**src/rtl/lutram_pkg.sv**
```systemverilog
// Shared types and helpers for the multi-port LUT RAM with clear engine.
// Latency: n/a (declarations only).
// Backpressure: n/a.
package lutram_pkg;

    // Upper bound on independent read ports a single instance may expose.
    localparam int MAX_NUM_RD = 8;

    typedef enum logic {
        ST_IDLE  = 1'b0,
        ST_CLEAR = 1'b1
    } state_t;

    // LSB index of port k inside a packed bus of w-bit fields.
    function automatic int port_lsb(input int k, input int w);
        return k * w;
    endfunction

endpackage

```
**src/rtl/lutram_clr_fsm.sv**
```systemverilog
// Clear-sweep controller: owns IDLE/CLEAR state, sweep counter, BUSY and WE_DROP,
// and muxes the storage write port between the user and the sweep.
// Latency: write strobe is combinational; BUSY follows state; WE_DROP is 1 cycle after the lost write.
// Backpressure: none; user writes arriving while BUSY are discarded and flagged on WE_DROP.
//
// Ports:
//   clk, rst             active clock (already polarity-selected) and sync active-high reset
//   we, waddr, di        user write request
//   clr_req              start a full sweep (honoured in IDLE only)
//   busy, we_drop        sweep-active flag and discarded-write pulse
//   mem_we/waddr/wdata   effective write port to the storage array
module lutram_clr_fsm
    import lutram_pkg::*;
#(
    parameter int                ADDR_W         = 6,
    parameter int                DATA_W         = 4,
    parameter int                CLEAR_ON_RESET = 1,
    parameter logic [DATA_W-1:0] CLEAR_VAL      = '0
) (
    input  logic              clk,
    input  logic              rst,
    input  logic              we,
    input  logic [ADDR_W-1:0] waddr,
    input  logic [DATA_W-1:0] di,
    input  logic              clr_req,
    output logic              busy,
    output logic              we_drop,
    output logic              mem_we,
    output logic [ADDR_W-1:0] mem_waddr,
    output logic [DATA_W-1:0] mem_wdata
);

    localparam logic [ADDR_W-1:0] CNT_LAST = '1;

    state_t            state_q;
    state_t            state_nxt;
    logic [ADDR_W-1:0] cnt_q;
    logic [ADDR_W-1:0] cnt_nxt;

    always_ff @(posedge clk) begin
        if (rst) begin
            state_q <= (CLEAR_ON_RESET != 0) ? ST_CLEAR : ST_IDLE;
            cnt_q   <= '0;
            we_drop <= 1'b0;
        end else begin
            state_q <= state_nxt;
            cnt_q   <= cnt_nxt;
            we_drop <= busy & we;
        end
    end

    always_comb begin
        state_nxt = state_q;
        cnt_nxt   = cnt_q;
        mem_we    = 1'b0;
        mem_waddr = waddr;
        mem_wdata = di;
        case (state_q)
            ST_IDLE: begin
                // A write coinciding with clr_req still lands; the sweep
                // that starts next edge overwrites it.
                mem_we = we;
                if (clr_req) begin
                    state_nxt = ST_CLEAR;
                    cnt_nxt   = '0;
                end
            end
            ST_CLEAR: begin
                mem_we    = 1'b1;
                mem_waddr = cnt_q;
                mem_wdata = CLEAR_VAL;
                // Natural rollover to 0 coincides with the return to IDLE.
                cnt_nxt   = cnt_q + 1'b1;
                if (cnt_q == CNT_LAST) begin
                    state_nxt = ST_IDLE;
                end
            end
            default: begin
                state_nxt = ST_IDLE;
            end
        endcase
        // Reset owns the edge: no sweep or user write happens while it is high,
        // so the sweep's first write is on the first edge with rst low.
        if (rst) begin
            mem_we = 1'b0;
        end
    end

    assign busy = (state_q == ST_CLEAR);

endmodule

```
**src/rtl/lutram_mp_clr.sv**
```systemverilog
// Parametrised multi-read-port distributed RAM with a sequential clear engine.
// Latency: reads combinational (OUT_REG=0) or 1 cycle read-first (OUT_REG=1); writes land on the active edge.
// Backpressure: none; writes issued while BUSY are dropped and reported on WE_DROP.
//
// Ports:
//   CLK, RST          clock (negedge active when IS_CLK_INVERTED) and sync active-high reset
//   WE, WADDR, DI     write port; WADDR also addresses read port DOW
//   RADDR, DO         NUM_RD packed read addresses / data, port k at slice k
//   CLR_REQ, BUSY     start / status of the full-memory clear sweep
//   WE_DROP           one-cycle pulse after a write was discarded during a sweep
module lutram_mp_clr
    import lutram_pkg::*;
#(
    parameter int                                ADDR_W          = 6,
    parameter int                                DATA_W          = 4,
    parameter int                                NUM_RD          = 3,
    parameter int                                OUT_REG         = 0,
    parameter int                                CLEAR_ON_RESET  = 1,
    parameter logic [DATA_W-1:0]                 CLEAR_VAL       = '0,
    parameter logic [(2**ADDR_W)*DATA_W-1:0]     INIT            = '0,
    parameter logic                              IS_CLK_INVERTED = 1'b0
) (
    input  logic                     CLK,
    input  logic                     RST,
    input  logic                     WE,
    input  logic [ADDR_W-1:0]        WADDR,
    input  logic [DATA_W-1:0]        DI,
    output logic [DATA_W-1:0]        DOW,
    input  logic [NUM_RD*ADDR_W-1:0] RADDR,
    output logic [NUM_RD*DATA_W-1:0] DO,
    input  logic                     CLR_REQ,
    output logic                     BUSY,
    output logic                     WE_DROP
);

    localparam int DEPTH = 2 ** ADDR_W;

    if (NUM_RD < 1 || NUM_RD > MAX_NUM_RD) begin : g_bad_num_rd
        $error("lutram_mp_clr: NUM_RD out of range");
    end

    typedef logic [DATA_W-1:0] mem_t [DEPTH];

    function automatic mem_t init_words();
        mem_t m;
        for (int i = 0; i < DEPTH; i++) begin
            m[i] = INIT[i*DATA_W +: DATA_W];
        end
        return m;
    endfunction

    // Power-up contents come from INIT; reset never touches the array.
    mem_t mem = init_words();

    // Every sequential element runs on this one edge, so a single XOR
    // selects posedge or negedge operation for the whole block.
    logic clk_act;
    assign clk_act = CLK ^ IS_CLK_INVERTED;

    logic              mem_we;
    logic [ADDR_W-1:0] mem_waddr;
    logic [DATA_W-1:0] mem_wdata;

    lutram_clr_fsm #(
        .ADDR_W         (ADDR_W),
        .DATA_W         (DATA_W),
        .CLEAR_ON_RESET (CLEAR_ON_RESET),
        .CLEAR_VAL      (CLEAR_VAL)
    ) u_clr_fsm (
        .clk       (clk_act),
        .rst       (RST),
        .we        (WE),
        .waddr     (WADDR),
        .di        (DI),
        .clr_req   (CLR_REQ),
        .busy      (BUSY),
        .we_drop   (WE_DROP),
        .mem_we    (mem_we),
        .mem_waddr (mem_waddr),
        .mem_wdata (mem_wdata)
    );

    always_ff @(posedge clk_act) begin
        if (mem_we) begin
            mem[mem_waddr] <= mem_wdata;
        end
    end

    logic [NUM_RD*DATA_W-1:0] rd_comb;
    logic [DATA_W-1:0]        dow_comb;

    assign dow_comb = mem[WADDR];

    for (genvar k = 0; k < NUM_RD; k++) begin : g_rd
        assign rd_comb[port_lsb(k, DATA_W) +: DATA_W] = mem[RADDR[port_lsb(k, ADDR_W) +: ADDR_W]];
    end

    if (OUT_REG != 0) begin : g_oreg
        logic [NUM_RD*DATA_W-1:0] do_q;
        logic [DATA_W-1:0]        dow_q;

        // Sampled alongside the write, so a same-address write returns the old word.
        always_ff @(posedge clk_act) begin
            if (RST) begin
                do_q  <= '0;
                dow_q <= '0;
            end else begin
                do_q  <= rd_comb;
                dow_q <= dow_comb;
            end
        end

        assign DO  = do_q;
        assign DOW = dow_q;
    end else begin : g_async
        assign DO  = rd_comb;
        assign DOW = dow_comb;
    end

endmodule
```
**config.mk**
```make
export PLATFORM = sky130hd
export DESIGN_NAME = lutram_mp_clr
export DESIGN_NICKNAME = d
export VERILOG_FILES = /design/src/rtl/lutram_pkg.sv /design/src/rtl/lutram_clr_fsm.sv /design/src/rtl/lutram_mp_clr.sv
export SDC_FILE = /design/constraint.sdc
export NUM_CORES = 1
export LEC_CHECK = 0
export CAP_MARGIN = 15
export CORE_MARGIN = 2
export CORE_UTILIZATION = 50
export CTS_CLUSTER_DIAMETER = 50
export DETAILED_ROUTE_END_ITERATION = 7
export PLACE_DENSITY_LB_ADDON = 0.15
export RECOVER_POWER = 25
export SLEW_MARGIN = 20
export SYNTH_ARGS = -nofsm -noshare
export SYNTH_HDL_FRONTEND = slang
export SYNTH_SLANG_ARGS = --single-unit
```
**constraint.sdc**
```tcl
create_clock -name CLK -period 6.6 [get_ports CLK]
set_input_delay 1.32 -clock CLK [delete_from_list [all_inputs] [get_ports CLK]]
set_output_delay 1.32 -clock CLK [all_outputs]
set_load 0.02 [all_outputs]
```
==> key figures <==
Timing
  – Actual slew at the worst max-slew pin: ~3.2 ns
  – Part of the cycle the worst path needs: just under 90%
  – Unrepaired setup endpoints after global routing: no
  – WHS: around 0.53 ns
  – Final min period: 5.72 ns
  – Final hold vios: 0
  – Clock Skew: 0.0103 ns
  – Final count of negative-setup-slack endpoints: 0
  – Final setup TNS: 0 ns
  – Max Fclk: 0.175 GHz
  – Slew Viols, Final: 260
  – Worst slew margin: -113%

Synth
  – Count leader, synth: edfxtp_1
  – Post-synth cell types: 48
  – Syn_area_per_cell: between 15 and 20 µm²
  – Yosys warning count: 0
  – Top_reg_cell synth: edfxtp_1
  – Number of flops mapped to enable cells by yosys: around 260
  – Flops & latches, synth: between 200 and 300
  – Top post-synthesis cells by area: edfxtp_1 45%, mux4_2 33%, nor2_1 1.9%
  – Asr flop ratio synth: 0%
  – Cells after Synth: 1,077
  – Post-Syn Area: 0.0169 mm²
  – Post-synth top cells: 256 x edfxtp_1, 250 x mux4_2, 86 x nor2_1
  – Biggest area consumer among synthesized cells: edfxtp_1
  – Net Count, Synth: between 1,000 and 1,500
  – Area share of the largest cell type after synthesis: approximately 45%
  – Seq/Total Area, Yosys: approximately 46%

CTS
  – Clk root buf: clkbuf_16
  – TritonCTS clock tree: built
  – Post-CTS setup buffer count: 0
  – CTS Buffer Depth: 3
  – Post_cts resized: 0
  – Num CTS Buffers: 36
  – # hold bufs at CTS: 0
  – Skew-Pair Late Insertion Delay: ~0.52 ns
  – Clock sink count: roughly 260
  – H-tree lvl count: 2
  – Clock-pin slew on the worst setup and hold paths: 0.06 ns

Die
  – Core area: between 0.03 and 0.04 mm²
  – Initial Util: 50.6%
  – Width of the die: 188 µm
  – Full die area: around 0.035 mm²
  – DIE HEIGHT: 188 µm
  – Core Rows: 67
  – I/O pin count: 50

Final layout
  – Non-Filler Instances: 1,573
  – Finished Cell Area: roughly 0.019 mm²
  – Layout cells sized above 1: 31.8%
  – Number of inserted diodes: 0
  – Nets: 1,132
  – Area Growth Syn to Fin: 11.7%

Critical path
  – Worst stage delay on the critical path: 0.97 ns
  – Critical path's slowest cell: clkdlybuf4s50_1
  – CP Data Required Time: between 5 and 6 ns
  – Worst Setup Start Kind: input port
  – Crit. End Element: primary output
  – Critical Path Most Common Cell: clkdlybuf4s50_1
  – WS Path Type: input port to primary output
  – Critical path's top delay family: buffers and inverters
  – CP cell instances: clkdlybuf4s50_1 -> nand3b_1 -> o22ai_1 -> nor3_1 -> a22o_1 -> clkdlybuf4s50_1
  – CP max FO: 18
  – Buf+Inv Stages, Crit Path: 2
  – Critical path data arrival time: between 4 and 5 ns

Placed design
  – # port buffers: 49
  – DP Wirelength: 39,200 µm
  – DP Area: 0.0177 mm²
  – GP Congestion: 1.05
  – DP Cell Count: approximately 1,500

Routing
  – WL/cell: between 30 and 40 µm
  – DR DRC count: 0
  – Via/cell ratio: about 7.6
  – First-pass DRT Iterations: 8
  – Via count: 11,908
  – Total Wirelength: 55,200 µm
  – Routed Antenna Nets: 0
  – Initial DRC Count: between 1,500 and 2,000

Power
  – Pwr dens: around 230 mW/mm²
  – Leakage: between 5 and 6 nW
  – Final Power: ~4.4 mW
  – Maximum vdd ir drop: just over 0.2 mV

Min path
  – Worst Hold Class: register to register

Global route
  – First-pass GRT wire length: roughly 81,000 µm
  – Total Routing Usage GR: between 30 and 40%
  – Initial antenna violation count: 1
  – Remaining global-route overflow: 0
  – Number of global-route vias before repair: around 11,000
  – Largest net degree at the start of global routing: 65

Job
  – Max Cap Viol: 4

Status
  – Status: finished with violations
  – Failing checks: max-capacitance violations, max-slew violations
==> sequential cells by signal (all words and copies together) (netlist names) <==
name,count
u_clr_fsm.busy,1
u_clr_fsm.cnt_q,6
u_clr_fsm.we_drop,1
mem,256
==> cells in the final DEF (no fill, tap or decap), types with 24 or more instances in the layout <==
cell type        Yosys  routed
edfxtp_1           256     256
mux4_2             250     250
nor2_1              86      86
nand2_1             53      53
clkbuf_16            0      37
nand3_1             36      36
clkdlybuf4s50_1      0      33
o22ai_1             29      29
nor2b_1             29      29
mux2i_1             25      25
buf_4               11      25
a21oi_1             24      24
a22oi_1             24      24
==> cell families (layout without fill, tap and decap cells) <==
| family | Yosys count | after routing | share of synthesized area, % |
|---|---|---|---|
| multiplexers | 285 | 285 | 36.0 |
| flip-flops | 264 | 264 | 46.4 |
| AND/OR/NAND/NOR | 257 | 257 | 7.13 |
| AO/OA/AOI/OAI | 168 | 168 | 7.00 |
| buffers and inverters | 101 | 149 | 3.30 |
| adder cells (fa/ha/maj) | 1 | 1 | 0.0740 |
| XOR/XNOR | 1 | 1 | 0.0518 |
==> worst reg2reg max path: stages, from the launching register on <==
cell	delay [ns]
dfxtp_2	0.56
nor2b_1	0.20
clkbuf_1	2.25
==> area by class of cell <==
| class | instances | area (µm²) |
|---|---|---|
| fillers | 2674 | 14500 |
| inverters | 4 | 15.0 |
| flip-flops and latches | 264 | 7850 |
| well taps | 448 | 561 |
| repair buffers | 81 | 763 |
| clock inverters | 21 | 250 |
| multi-input cells | 712 | 8490 |
| clock buffers | 43 | 948 |
==> report_power, final <==
group	switching, mW	leakage (nW)	total [mW]	internal, mW
combinational	0.321	2.87	0.570	0.249
sequential	0.00679	2.44	1.82	1.82
clock	0.763	0.579	1.96	1.20
total	1.09	5.89	4.36	3.27
==> metal layers <==
metal	global-route usage (%)	vias to the layer above	share of wire [%]
met2	48.0	968	46
met1	46.3	6085	37
met5	0	-	0
met3	7.56	154	13
li1	-	4701	-
met4	11.7	0	4.2
==> per-stage QoR <==
stage / util [%] / setup WS (ns)
6_report: 56.6 / 0.881
2_1_floorplan: - / 2.40
3_3_place_gp: 53.1 / 1.02
3_5_place_dp: 53.1 / 1.06
5_1_grt: 56.6 / 0.856
4_1_cts: 56.7 / 1.05
==> final timing paths <==
path	slack (ns)	start	depth (start not counted)	end
min	0.53	u_clr_fsm.cnt_q[0]$_SDFFE_PP0P_	2	u_clr_fsm.cnt_q[0]$_SDFFE_PP0P_
max reg2reg	2.88	u_clr_fsm.busy$_SDFF_PP1_	2	mem[8][2]$_DFFE_PP_
max	0.88	RADDR[15]	6	DO[10]
min reg2reg	0.53	u_clr_fsm.cnt_q[0]$_SDFFE_PP0P_	2	u_clr_fsm.cnt_q[0]$_SDFFE_PP0P_
Power figures use the tool's default switching activity.
